--- src/rtl/gate_chk_pkg.sv ---
// Shared types, vector encodings and the reference gate function for gate_vector_checker.
package gate_chk_pkg;

  localparam int unsigned CNT_W  = 8;
  localparam int unsigned VEC_W  = 2;
  localparam int unsigned PASS_W = 4;
  localparam int unsigned ERR_W  = 8;

  typedef enum logic [1:0] {
    IDLE  = 2'd0,
    DRIVE = 2'd1,
    DONE  = 2'd2
  } state_e;

  localparam logic [VEC_W-1:0] VEC_00 = 2'b00;
  localparam logic [VEC_W-1:0] VEC_01 = 2'b01;
  localparam logic [VEC_W-1:0] VEC_10 = 2'b10;
  localparam logic [VEC_W-1:0] VEC_11 = 2'b11;

  localparam logic [ERR_W-1:0] ERR_MAX = 8'hFF;

  // Snapshot of the first failing sample in a run.
  typedef struct packed {
    logic [VEC_W-1:0] vec;
    logic [1:0]       c;
  } fail_rec_t;

  // Expected gate result: bit 1 = NOR, bit 0 = NAND.
  function automatic logic [1:0] exp_c(input logic a, input logic b);
    return {~(a | b), ~(a & b)};
  endfunction

endpackage

--- src/rtl/gate_vector_checker_gate_dwell_timer.sv ---
// Dwell counter: counts enabled cycles and flags the last cycle of each DWELL-long window.
module gate_dwell_timer
  import gate_chk_pkg::*;
#(
  parameter int unsigned DWELL = 20
) (
  input  logic clk,
  input  logic rst,
  input  logic clr_i,
  input  logic en_i,
  output logic tc_c
);

  logic [CNT_W-1:0] cnt_q, cnt_d;

  assign tc_c = (cnt_q == CNT_W'(DWELL - 1));

  always_comb begin
    cnt_d = cnt_q;
    if (clr_i) begin
      cnt_d = '0;
    end else if (en_i) begin
      cnt_d = tc_c ? '0 : cnt_q + CNT_W'(1);
    end
  end

  always_ff @(posedge clk or posedge rst) begin
    if (rst) cnt_q <= '0;
    else     cnt_q <= cnt_d;
  end

endmodule

--- config.mk ---
export PLATFORM = sky130hd
export DESIGN_NAME = gate_dwell_timer
export DESIGN_NICKNAME = d
export VERILOG_FILES = /design/src/rtl/gate_chk_pkg.sv /design/src/rtl/gate_vector_checker_gate_dwell_timer.sv
export SDC_FILE = /design/constraint.sdc
export NUM_CORES = 1
export LEC_CHECK = 0
export BUFFER_PORTS_ARGS = -buffer_cell sky130_fd_sc_hd__buf_2
export CAP_MARGIN = 20
export CORE_AREA = 2 2 39 41
export DETAILED_ROUTE_END_ITERATION = 12
export DIE_AREA = 0 0 41 43
export MAX_ROUTING_LAYER = met4
export PLACE_DENSITY = 0.54
export SLEW_MARGIN = 20
export SYNTH_ARGS = -nofsm -noshare
export SYNTH_HDL_FRONTEND = slang
export SYNTH_SLANG_ARGS = --single-unit
--- constraint.sdc ---
create_clock -name clk -period 1.5 [get_ports clk]
set_input_delay 0 -clock clk [delete_from_list [all_inputs] [get_ports clk]]
set_output_delay 0 -clock clk [all_outputs]
set_load 0.02 [all_outputs]
Yosys cells after proc, flatten, opt, wreduce, memory -nomap -nowiden
Index checks and enable logic that the tools add are counted.
- input bits: 4
- register bits: 8
- output and inout bits: 1
- mux-type cells: 3
- equal/unequal tests: 1
- add/sub/neg operators: 1
- reductions and logical operators: 1
- operator list (operator ; number):
    two-way mux 8 bit ; 3
    adder 8 x 1 -> 8 bit (second input constant) ; 1
    == test 8 x 5 -> 1 bit (second input constant) ; 1
    nonzero test 2 bit ; 1

Longest topological paths before layout
Gate-level depths: netlist of run 1.
- depth in word-level cells: 4
- gate-level depth with buffers: 4

Worst setup path after synthesis of run 1
OpenSTA, ideal clock, no wires.
- path type: register to register
- start: register cnt_q[0]
- end: register cnt_q[2]
- arrival: 1.147 ns
- cell stages (with the launch flop): 5
- path slack: 0.225 ns
- clock period less this slack: 1.275 ns
- library setup time: 0.129 ns
- path through: dfrtp_1 -> ha_1 -> nand4bb_1 -> o31ai_4 -> nor2_1
- word-level cells in the longest chain between the ends: 4
- elaborated cells between the ends (all ways): 5
- ends and longest elaborated chain (element ; RTL line ; text):
    from (decl) ; gate_vector_checker_gate_dwell_timer.sv:14 ; logic [CNT_W-1:0] cnt_q, cnt_d;
    from (signal assigned) ; gate_vector_checker_gate_dwell_timer.sv:29 ; else cnt_q <= cnt_d;
    adder 8 x 1 -> 8 bit / == test 8 x 5 -> 1 bit (equally long branches) ; gate_vector_checker_gate_dwell_timer.sv:23, gate_vector_checker_gate_dwell_timer.sv:16 ;
    two-way mux 8 bit (*) ; gate_vector_checker_gate_dwell_timer.sv:23 ; cnt_d = tc_c ? '0 : cnt_q + CNT_W'(1);
    two-way mux 8 bit (*) ; gate_vector_checker_gate_dwell_timer.sv:22 ; end else if (en_i) begin
    two-way mux 8 bit (*) ; gate_vector_checker_gate_dwell_timer.sv:20 ; if (clr_i) begin
Mark *: on every way between the ends. The rest lies on a longest branch, timed or not. The select of a mux whose other input is x is not followed.
A chain may end at the register's enable or synchronous reset.

Final worst setup path of run 1
- start: register cnt_q[2]
- end: output tc_c
- word-level cells in the longest chain between the ends: 1
- ends and longest elaborated chain (element ; RTL line ; text):
    == test 8 x 5 -> 1 bit ; gate_vector_checker_gate_dwell_timer.sv:16 ; assign tc_c = (cnt_q == CNT_W'(DWELL - 1));
    to (decl) ; gate_vector_checker_gate_dwell_timer.sv:11 ; output logic tc_c
No other way between the ends.

==> results of run 1 <==
## synthesized netlist by cell type
| master | n | area share [%] |
|---|---|---|
| sky130_fd_sc_hd__dfrtp_1 | 8 | 44 |
| sky130_fd_sc_hd__buf_4 | 1 | 1.6 |
| sky130_fd_sc_hd__nand2_1 | 3 | 2.5 |
| sky130_fd_sc_hd__o31ai_4 | 1 | 4.7 |
| sky130_fd_sc_hd__a21oi_1 | 6 | 6.6 |
| sky130_fd_sc_hd__xor2_1 | 2 | 3.8 |
| sky130_fd_sc_hd__or3_4 | 1 | 2.5 |
| sky130_fd_sc_hd__nand3_1 | 1 | 1.1 |
| sky130_fd_sc_hd__o21ai_1 | 1 | 1.1 |
| sky130_fd_sc_hd__nor2b_1 | 1 | 1.4 |
| sky130_fd_sc_hd__o2111ai_1 | 2 | 3.8 |
| sky130_fd_sc_hd__inv_1 | 3 | 2.5 |
| sky130_fd_sc_hd__ha_1 | 1 | 2.7 |
| sky130_fd_sc_hd__o21ai_0 | 5 | 5.5 |
| sky130_fd_sc_hd__o211ai_1 | 2 | 3.3 |
| sky130_fd_sc_hd__nand4bb_1 | 1 | 2.5 |
| sky130_fd_sc_hd__or3_1 | 4 | 5.5 |
| sky130_fd_sc_hd__nand4_2 | 1 | 2.7 |
| sky130_fd_sc_hd__nor2_1 | 3 | 2.5 |
## how the worst min path moves through the flow
stage               start       end  slack (ns)
floorplan             rst  cnt_q[0]       -0.18
global placement      rst  cnt_q[6]       -0.03
detailed placement    rst  cnt_q[7]       -0.03
CTS                 clr_i  cnt_q[0]       0.002
global route        clr_i  cnt_q[6]        0.02
finish              clr_i  cnt_q[0]       0.004
## cell usage in the layout, fill, tap and decap left out
cell type / count
sky130_fd_sc_hd__dlygate4sd3_1: 1
sky130_fd_sc_hd__ha_1: 1
sky130_fd_sc_hd__o21ai_0: 5
sky130_fd_sc_hd__clkbuf_4: 3
sky130_fd_sc_hd__o211ai_1: 2
sky130_fd_sc_hd__o31ai_4: 1
sky130_fd_sc_hd__o21ai_1: 1
sky130_fd_sc_hd__buf_2: 4
sky130_fd_sc_hd__nand3_1: 1
sky130_fd_sc_hd__or3_1: 4
sky130_fd_sc_hd__xor2_1: 2
sky130_fd_sc_hd__nand4bb_1: 1
sky130_fd_sc_hd__inv_1: 3
sky130_fd_sc_hd__o2111ai_1: 2
sky130_fd_sc_hd__nor2b_1: 1
sky130_fd_sc_hd__nand2_1: 3
sky130_fd_sc_hd__a21oi_1: 6
sky130_fd_sc_hd__dfrtp_1: 8
sky130_fd_sc_hd__nand4_2: 1
sky130_fd_sc_hd__buf_4: 2
sky130_fd_sc_hd__nor2_1: 3
sky130_fd_sc_hd__or3_4: 1
## stage by stage
step           total power, mW  cells  utilization, %
2_1_floorplan           0.2520     47               -
3_3_place_gp            0.2688     68           36.44
3_5_place_dp            0.2677     68           36.44
4_1_cts                 0.4321     72           38.79
5_1_grt                 0.4494     72           38.79
6_report                0.4325     72           38.79
## area by class of cell
| type | instances | area, sq um |
|---|---|---|
| Fill cell | 137 | 847.1 |
| Multi-Input combinational cell | 35 | 237.7 |
| Sequential cell | 8 | 200.2 |
| Timing Repair Buffer | 7 | 45.04 |
| Clock buffer | 3 | 22.52 |
| Tap cell | 16 | 20.02 |
| Inverter | 3 | 11.26 |
## power groups by stage
stage          registers [mW]  logic [mW]  clock network, mW
2_1_floorplan           0.228      0.0235                  0
3_3_place_gp            0.227      0.0422                  0
3_5_place_dp            0.227      0.0410                  0
5_1_grt                 0.224      0.0481              0.178
6_report                0.223      0.0432              0.166
4_1_cts                 0.223      0.0431              0.166
## metal layers
layer	wire (microns)	vias to the layer above	share of wire [%]
met5	0	-	0
met4	23	0	2.5
met3	65	5	7.2
met2	381	14	42
met1	438	189	48
li1	-	192	-
## cells by family (layout without fill, tap and decap cells)
group | after synthesis | in the layout
buf+inv | 4 | 13
fa+ha+maj | 1 | 1
simple gates | 15 | 15
xor+xnor | 2 | 2
flops | 8 | 8
compound gates | 17 | 17
## critical path, cell delays in order, from the launching register on
cell and delay (ns):
sky130_fd_sc_hd__dfrtp_1 0.44, sky130_fd_sc_hd__or3_4 0.39, sky130_fd_sc_hd__nor2_1 0.09, sky130_fd_sc_hd__buf_2 0.17
## timing repair
item                       CTS  global route
hold endpoints to repair     8             0
hold buffers                 1             0
setup endpoints to repair    0             0
==> tab_implementation.tex, run 1 <==
\begin{tabular}{lr}
\hline
Metric & Value \\
\hline
\multicolumn{2}{l}{\textbf{GRT}} \\
Number of antenna violations at the first check in global routing & 0 \\
Most utilized layer in the global route result & met1 \\
Met1 Track Usage GR & a little under a fifth \\
Global-route met3 utilization & 3.141\% \\
Wire length of the first global-routing pass & 1462 microns \\
Met2 routing resource usage after global routing & 15.00\% \\
Number of global-route vias before repair & 328 \\
Largest net degree at the start of global routing & 9 \\
Total routing resource utilization after global routing & 12.68\% \\
Global route overflow & 0 \\
\multicolumn{2}{l}{\textbf{Placed design}} \\
Dpl cell area & around 500 sq um \\
Port buffer count & 4 \\
Global placer's final weighted congestion & 0.8238 \\
Setup slack at placement & 0.1454 ns \\
Final HPWL DP & around 650 microns \\
\multicolumn{2}{l}{\textbf{Final layout}} \\
Largest regs & cnt\_q x8 \\
Largest register FFs & 8 \\
Share of layout cells above drive strength 1 & 21.43\% \\
Number of antenna cells inserted & 0 \\
Layout Nets & 63 \\
Post-synthesis to final-layout area growth & 17.53\% \\
Final std cell area, no fill & 536.8 sq um \\
Register name with the most flops & cnt\_q \\
\multicolumn{2}{l}{\textbf{Die}} \\
Die boundary width & 41 microns \\
Die Y & 43 microns \\
Effective utilization at floorplan & 33.00\% \\
Die Footprint & between 1500 and 2000 sq um \\
Ports & 5 \\
Core outline area & $\sim$1400 sq um \\
Number of core rows & 14 \\
\multicolumn{2}{l}{\textbf{Synthesis}} \\
YS warnings & 0 \\
Dominant combinational cell family by area after synthesis & compound AO/OA/AOI/OAI gates \\
Post-synthesis instance area & 456.7 sq um \\
Number of register bits inferred by synthesis & 8 \\
Fraction of the mapped netlist area in simple logic gates & 20.55\% \\
Complex-gate fraction of the synthesized area & 24.93\% \\
Cells after Synth & 47 \\
Post-synthesis share of cell area spent on full adders, half adders and majority gates & 2.740\% \\
Area share of xor/xnor cells in the synthesized design & 3.836\% \\
Distinct cells, synth & 19 \\
Mean instance size in the synthesized netlist & 9.717 sq um \\
Fraction of synthesized area in multiplexers & 0\% \\
Net Count, Synth & 52 \\
Portion of the post-synthesis area used by sequential elements & a little over two fifths \\
\multicolumn{2}{l}{\textbf{Critical path}} \\
Req. time, crit path & approximately 1.5 ns \\
Worst r2r path cells & 4 \\
Launching point of the worst reg2reg path & cnt\_q[0] \\
Category of the most critical setup path & reg -> out \\
Setup slack of the most critical reg-to-reg path & $\sim$0.15 ns \\
Capture point of the critical path & tc\_c \\
Highest fanout seen on the critical path & 6 \\
Kind of end point of the critical path & primary output \\
Critical Path AT & roughly 1.4 ns \\
Launching element type of the critical path & register \\
Reg-to-Reg End & cnt\_q[2] \\
Worst Setup SP & cnt\_q[2] \\
\multicolumn{2}{l}{\textbf{Clock network}} \\
CTS H-tree lvls & 1 \\
Clock root buffer & sky130\_fd\_sc\_hd\_\_clkbuf\_4 \\
Setup Buffers After CTS & 0 \\
Clock sinks & 8 \\
Total CTS buffers & 3 \\
Clock latency reported for the late side of the worst-skew pair & 0.26 ns \\
Gates resized, CTS repair & 0 \\
Clock transition time at the flip-flop clock pins of the worst setup and hold paths & around 0.050 ns \\
Clock tree from TritonCTS & built \\
Worst-case clock buffer depth & 2 \\
\multicolumn{2}{l}{\textbf{Timing}} \\
Max frequency & 739.4 MHz \\
Slew @ Worst Pin & 0.3429 ns \\
Maximum clock skew at final layout & 0.003314 ns \\
Worst hold slack & around 0.0040 ns \\
Sum of negative setup slack & 0 ns \\
Worst path setup slack after routing & about 0.15 ns \\
Total count of hold-check failures in the final report & 0 \\
Ratio of final minimum period to clock period & 90.17\% \\
Max-slew violations & 0 \\
Shortest clock period the worst path allows after layout & 1.353 ns \\
Unrepaired setup endpoints after global routing & false \\
Final setup vio count & 0 \\
Headroom to the max-slew limit & 76.99\% \\
\multicolumn{2}{l}{\textbf{Job}} \\
Number of violations of the max-capacitance limit & 0 \\
\multicolumn{2}{l}{\textbf{Worst hold path}} \\
Worst Hold Depth & 2 \\
Worst min path class & in -> reg \\
\multicolumn{2}{l}{\textbf{Drt}} \\
Drt total wl & 908 microns \\
Detailed Routing Iterations Pass 1 & 4 \\
Initial detailed-routing violation count & 13 \\
Antenna-violating nets left & 0 \\
Vias & 400 \\
Routed via count divided by cell count & 5.556 \\
\# DRC & 0 \\
Post-DR wirelength/cell & 12.61 microns \\
\multicolumn{2}{l}{\textbf{Power and ir drop}} \\
Proportion of power drawn by flip-flops and latches & $\sim$52\% \\
Internal cell power & between 0.3 and 0.4 mW \\
Leakage power & 0.2343 nW \\
Switching portion of total power & 23.93\% \\
Clk network pwr share & 38.4\% \\
Largest voltage drop on the vdd net & 0.3935 mV \\
Comb power frac & approximately 10\% \\
Pwr Density & 805.8 nW/um\^{}2 \\
Switching power & $\sim$0.10 mW \\
\multicolumn{2}{l}{\textbf{Status}} \\
Status & finished, final reports clean \\
\hline
\end{tabular}
Note: power is estimated with default switching activity, not from simulation.
==> inputs of run 2 (changes only) <==
CORE_AREA = 3 3 40 42   (was 2 2 39 41)
DIE_AREA = 0 0 43 45   (was 0 0 41 43)
==> tab_implementation.tex, run 2 (synthesis results as in run 1) <==
\begin{tabular}{lr}
\hline
Metric & Value \\
\hline
\multicolumn{2}{l}{\textbf{Worst hold path}} \\
Hold Path End & cnt\_q[1] \\
Worst min path class & in -> reg \\
Worst Hold Depth & 3 \\
Launch point of the worst hold path & en\_i \\
\multicolumn{2}{l}{\textbf{Drt}} \\
Initial detailed-routing violation count & 5 \\
Drt total wl & $\sim$960 microns \\
\# DRC & 0 \\
Antenna-violating nets left & 0 \\
Detailed Routing Iterations Pass 1 & 4 \\
Post-DR wirelength/cell & 13.45 microns \\
Vias & 375 \\
Routed via count divided by cell count & 5.282 \\
\multicolumn{2}{l}{\textbf{Timing}} \\
Shortest clock period the worst path allows after layout & 1.377 ns \\
Maximum clock skew at final layout & 0.005024 ns \\
Unrepaired setup endpoints after global routing & false \\
Slew @ Worst Pin & 0.3671 ns \\
Ratio of final minimum period to clock period & 91.78\% \\
Sum of negative setup slack & 0 ns \\
Worst path setup slack after routing & 0.1232 ns \\
Headroom to the max-slew limit & 75.36\% \\
Total count of hold-check failures in the final report & 0 \\
Max-slew violations & 0 \\
Max frequency & 726.3 MHz \\
Final setup vio count & 0 \\
\multicolumn{2}{l}{\textbf{Placed design}} \\
Final HPWL DP & just under 700 microns \\
Setup slack at placement & 0.09678 ns \\
Global placer's final weighted congestion & slightly below 0.8 \\
Port buffer count & 4 \\
\multicolumn{2}{l}{\textbf{Critical path}} \\
Category of the most critical setup path & reg -> reg \\
Kind of end point of the critical path & register \\
Slowest stage delay, CP & about 0.4 ns \\
Setup slack of the most critical reg-to-reg path & $\sim$0.12 ns \\
Worst r2r path cells & 4 \\
Critical Path AT & about 1.6 ns \\
Launching point of the worst reg2reg path & cnt\_q[1] \\
Ordered list of cells on the worst path & ha\_1 -> o21ai\_1 -> or3\_1 -> a21oi\_1 \\
Slowest cell on crit path & sky130\_fd\_sc\_hd\_\_dfrtp\_1 \\
Family of cells with the greatest summed delay on the critical path & flip-flops \\
Highest fanout seen on the critical path & 5 \\
Critical path buffers and inverters & 0 \\
Reg-to-Reg End & cnt\_q[6] \\
Launching element type of the critical path & register \\
Req. time, crit path & approximately 1.7 ns \\
\multicolumn{2}{l}{\textbf{Job}} \\
Number of violations of the max-capacitance limit & 0 \\
\multicolumn{2}{l}{\textbf{Final layout}} \\
Number of antenna cells inserted & 0 \\
Layout Nets & 63 \\
Largest register FFs & 8 \\
Share of layout cells above drive strength 1 & 21.43\% \\
Final Util & 43.14\% \\
Most frequent standard cell in the layout excluding fill and tap cells & sky130\_fd\_sc\_hd\_\_dfrtp\_1 \\
Register name with the most flops & cnt\_q \\
Number of fill cells in the layout & 134 \\
Leading cell types in the layout, fill and taps excluded & 8 x sky130\_fd\_sc\_hd\_\_dfrtp\_1, 6 x sky130\_fd\_sc\_hd\_\_a21oi\_1, 5 x sky130\_fd\_sc\_hd\_\_o21ai\_0 \\
Post-synthesis to final-layout area growth & 21.37\% \\
Largest regs & cnt\_q x8 \\
\multicolumn{2}{l}{\textbf{Die}} \\
Die boundary width & 43 microns \\
Effective utilization at floorplan & 35.54\% \\
Core outline area & roughly 1300 sq um \\
Ports & 5 \\
Die Y & between 40 and 50 microns \\
Number of core rows & 13 \\
Die Footprint & 1935 sq um \\
\multicolumn{2}{l}{\textbf{Power and ir drop}} \\
Total power of the final layout & 0.4343 mW \\
Largest voltage drop on the vdd net & $\sim$0.36 mV \\
Pwr Density & 783.5 nW/um\^{}2 \\
Leakage power & 0.2333 nW \\
\multicolumn{2}{l}{\textbf{Clock network}} \\
CTS H-tree lvls & 1 \\
Clock transition time at the flip-flop clock pins of the worst setup and hold paths & approximately 0.050 ns \\
Total CTS buffers & 3 \\
Clock tree from TritonCTS & built \\
Setup Buffers After CTS & 0 \\
Worst-case clock buffer depth & 2 \\
Clock latency reported for the late side of the worst-skew pair & 0.25 ns \\
Clock sinks & 8 \\
Clock root buffer & sky130\_fd\_sc\_hd\_\_clkbuf\_4 \\
\multicolumn{2}{l}{\textbf{Status}} \\
Status & finished, final reports clean \\
\multicolumn{2}{l}{\textbf{GRT}} \\
Wire length of the first global-routing pass & $\sim$1600 microns \\
Total routing resource utilization after global routing & 11.67\% \\
Global route overflow & 0 \\
Number of global-route vias before repair & 334 \\
Number of antenna violations at the first check in global routing & 0 \\
Largest net degree at the start of global routing & 9 \\
\hline
\end{tabular}
==> run 2: area by class of cell <==
class	instances	area, sq um	area share [%]
Sequential cell	8	200.2	36.12
Tap cell	15	18.77	3.386
Multi-Input combinational cell	35	254.0	45.82
Inverter	3	11.26	2.032
Clock buffer	3	22.52	4.063
Timing Repair Buffer	7	47.55	8.578
==> run 2: worst max path at each step <==
stage | from | end | depth (start not counted)
after CTS | cnt_q[1] | tc_c | 4
after floorplan | cnt_q[0] | cnt_q[2] | 4
final | cnt_q[1] | cnt_q[6] | 4
after global placement | cnt_q[1] | cnt_q[7] | 4
after global routing | cnt_q[1] | cnt_q[4] | 4
after detailed placement | cnt_q[1] | cnt_q[2] | 4
==> run 2: layer usage <==
| layer | track usage [%] | share of wire [%] | vias up |
|---|---|---|---|
| met5 | - | 0 | - |
| met4 | 1.807 | 0 | 0 |
| met3 | 5.976 | 5.9 | 0 |
| met2 | 17.96 | 46 | 8 |
| met1 | 14.04 | 48 | 172 |
| li1 | - | - | 195 |
==> run 2: repair_timing <==
action	4_1_cts	5_1_grt
endpoints found under the setup margin	0	1
endpoints found under the hold margin	10	0
resized for setup	0	1
hold buffers	2	0
==> run 2: report_power, final <==
| part | switching [mW] | internal, mW |
|---|---|---|
| sequential | 0.00433 | 0.220 |
| clock | 0.0777 | 0.0919 |
| combinational | 0.0235 | 0.0170 |
| total | 0.105 | 0.329 |
==> run 2: worst register-to-register path, cell delays in order, from the launching register on <==
cell	delay (ns)
sky130_fd_sc_hd__dfrtp_1	0.40
sky130_fd_sc_hd__ha_1	0.24
sky130_fd_sc_hd__o21ai_1	0.17
sky130_fd_sc_hd__or3_1	0.34
sky130_fd_sc_hd__a21oi_1	0.14
==> run 2: through the flow <==
step | hold slack, ns | instance area, sq um | instances
floorplan | -0.1843 | 456.7 | 47
global placement | -0.02996 | 495.5 | 66
detailed placement | -0.01961 | 495.5 | 66
CTS | 0.06113 | 538.0 | 71
global route | 0.05981 | 554.3 | 71
finish | 0.06898 | 554.3 | 71
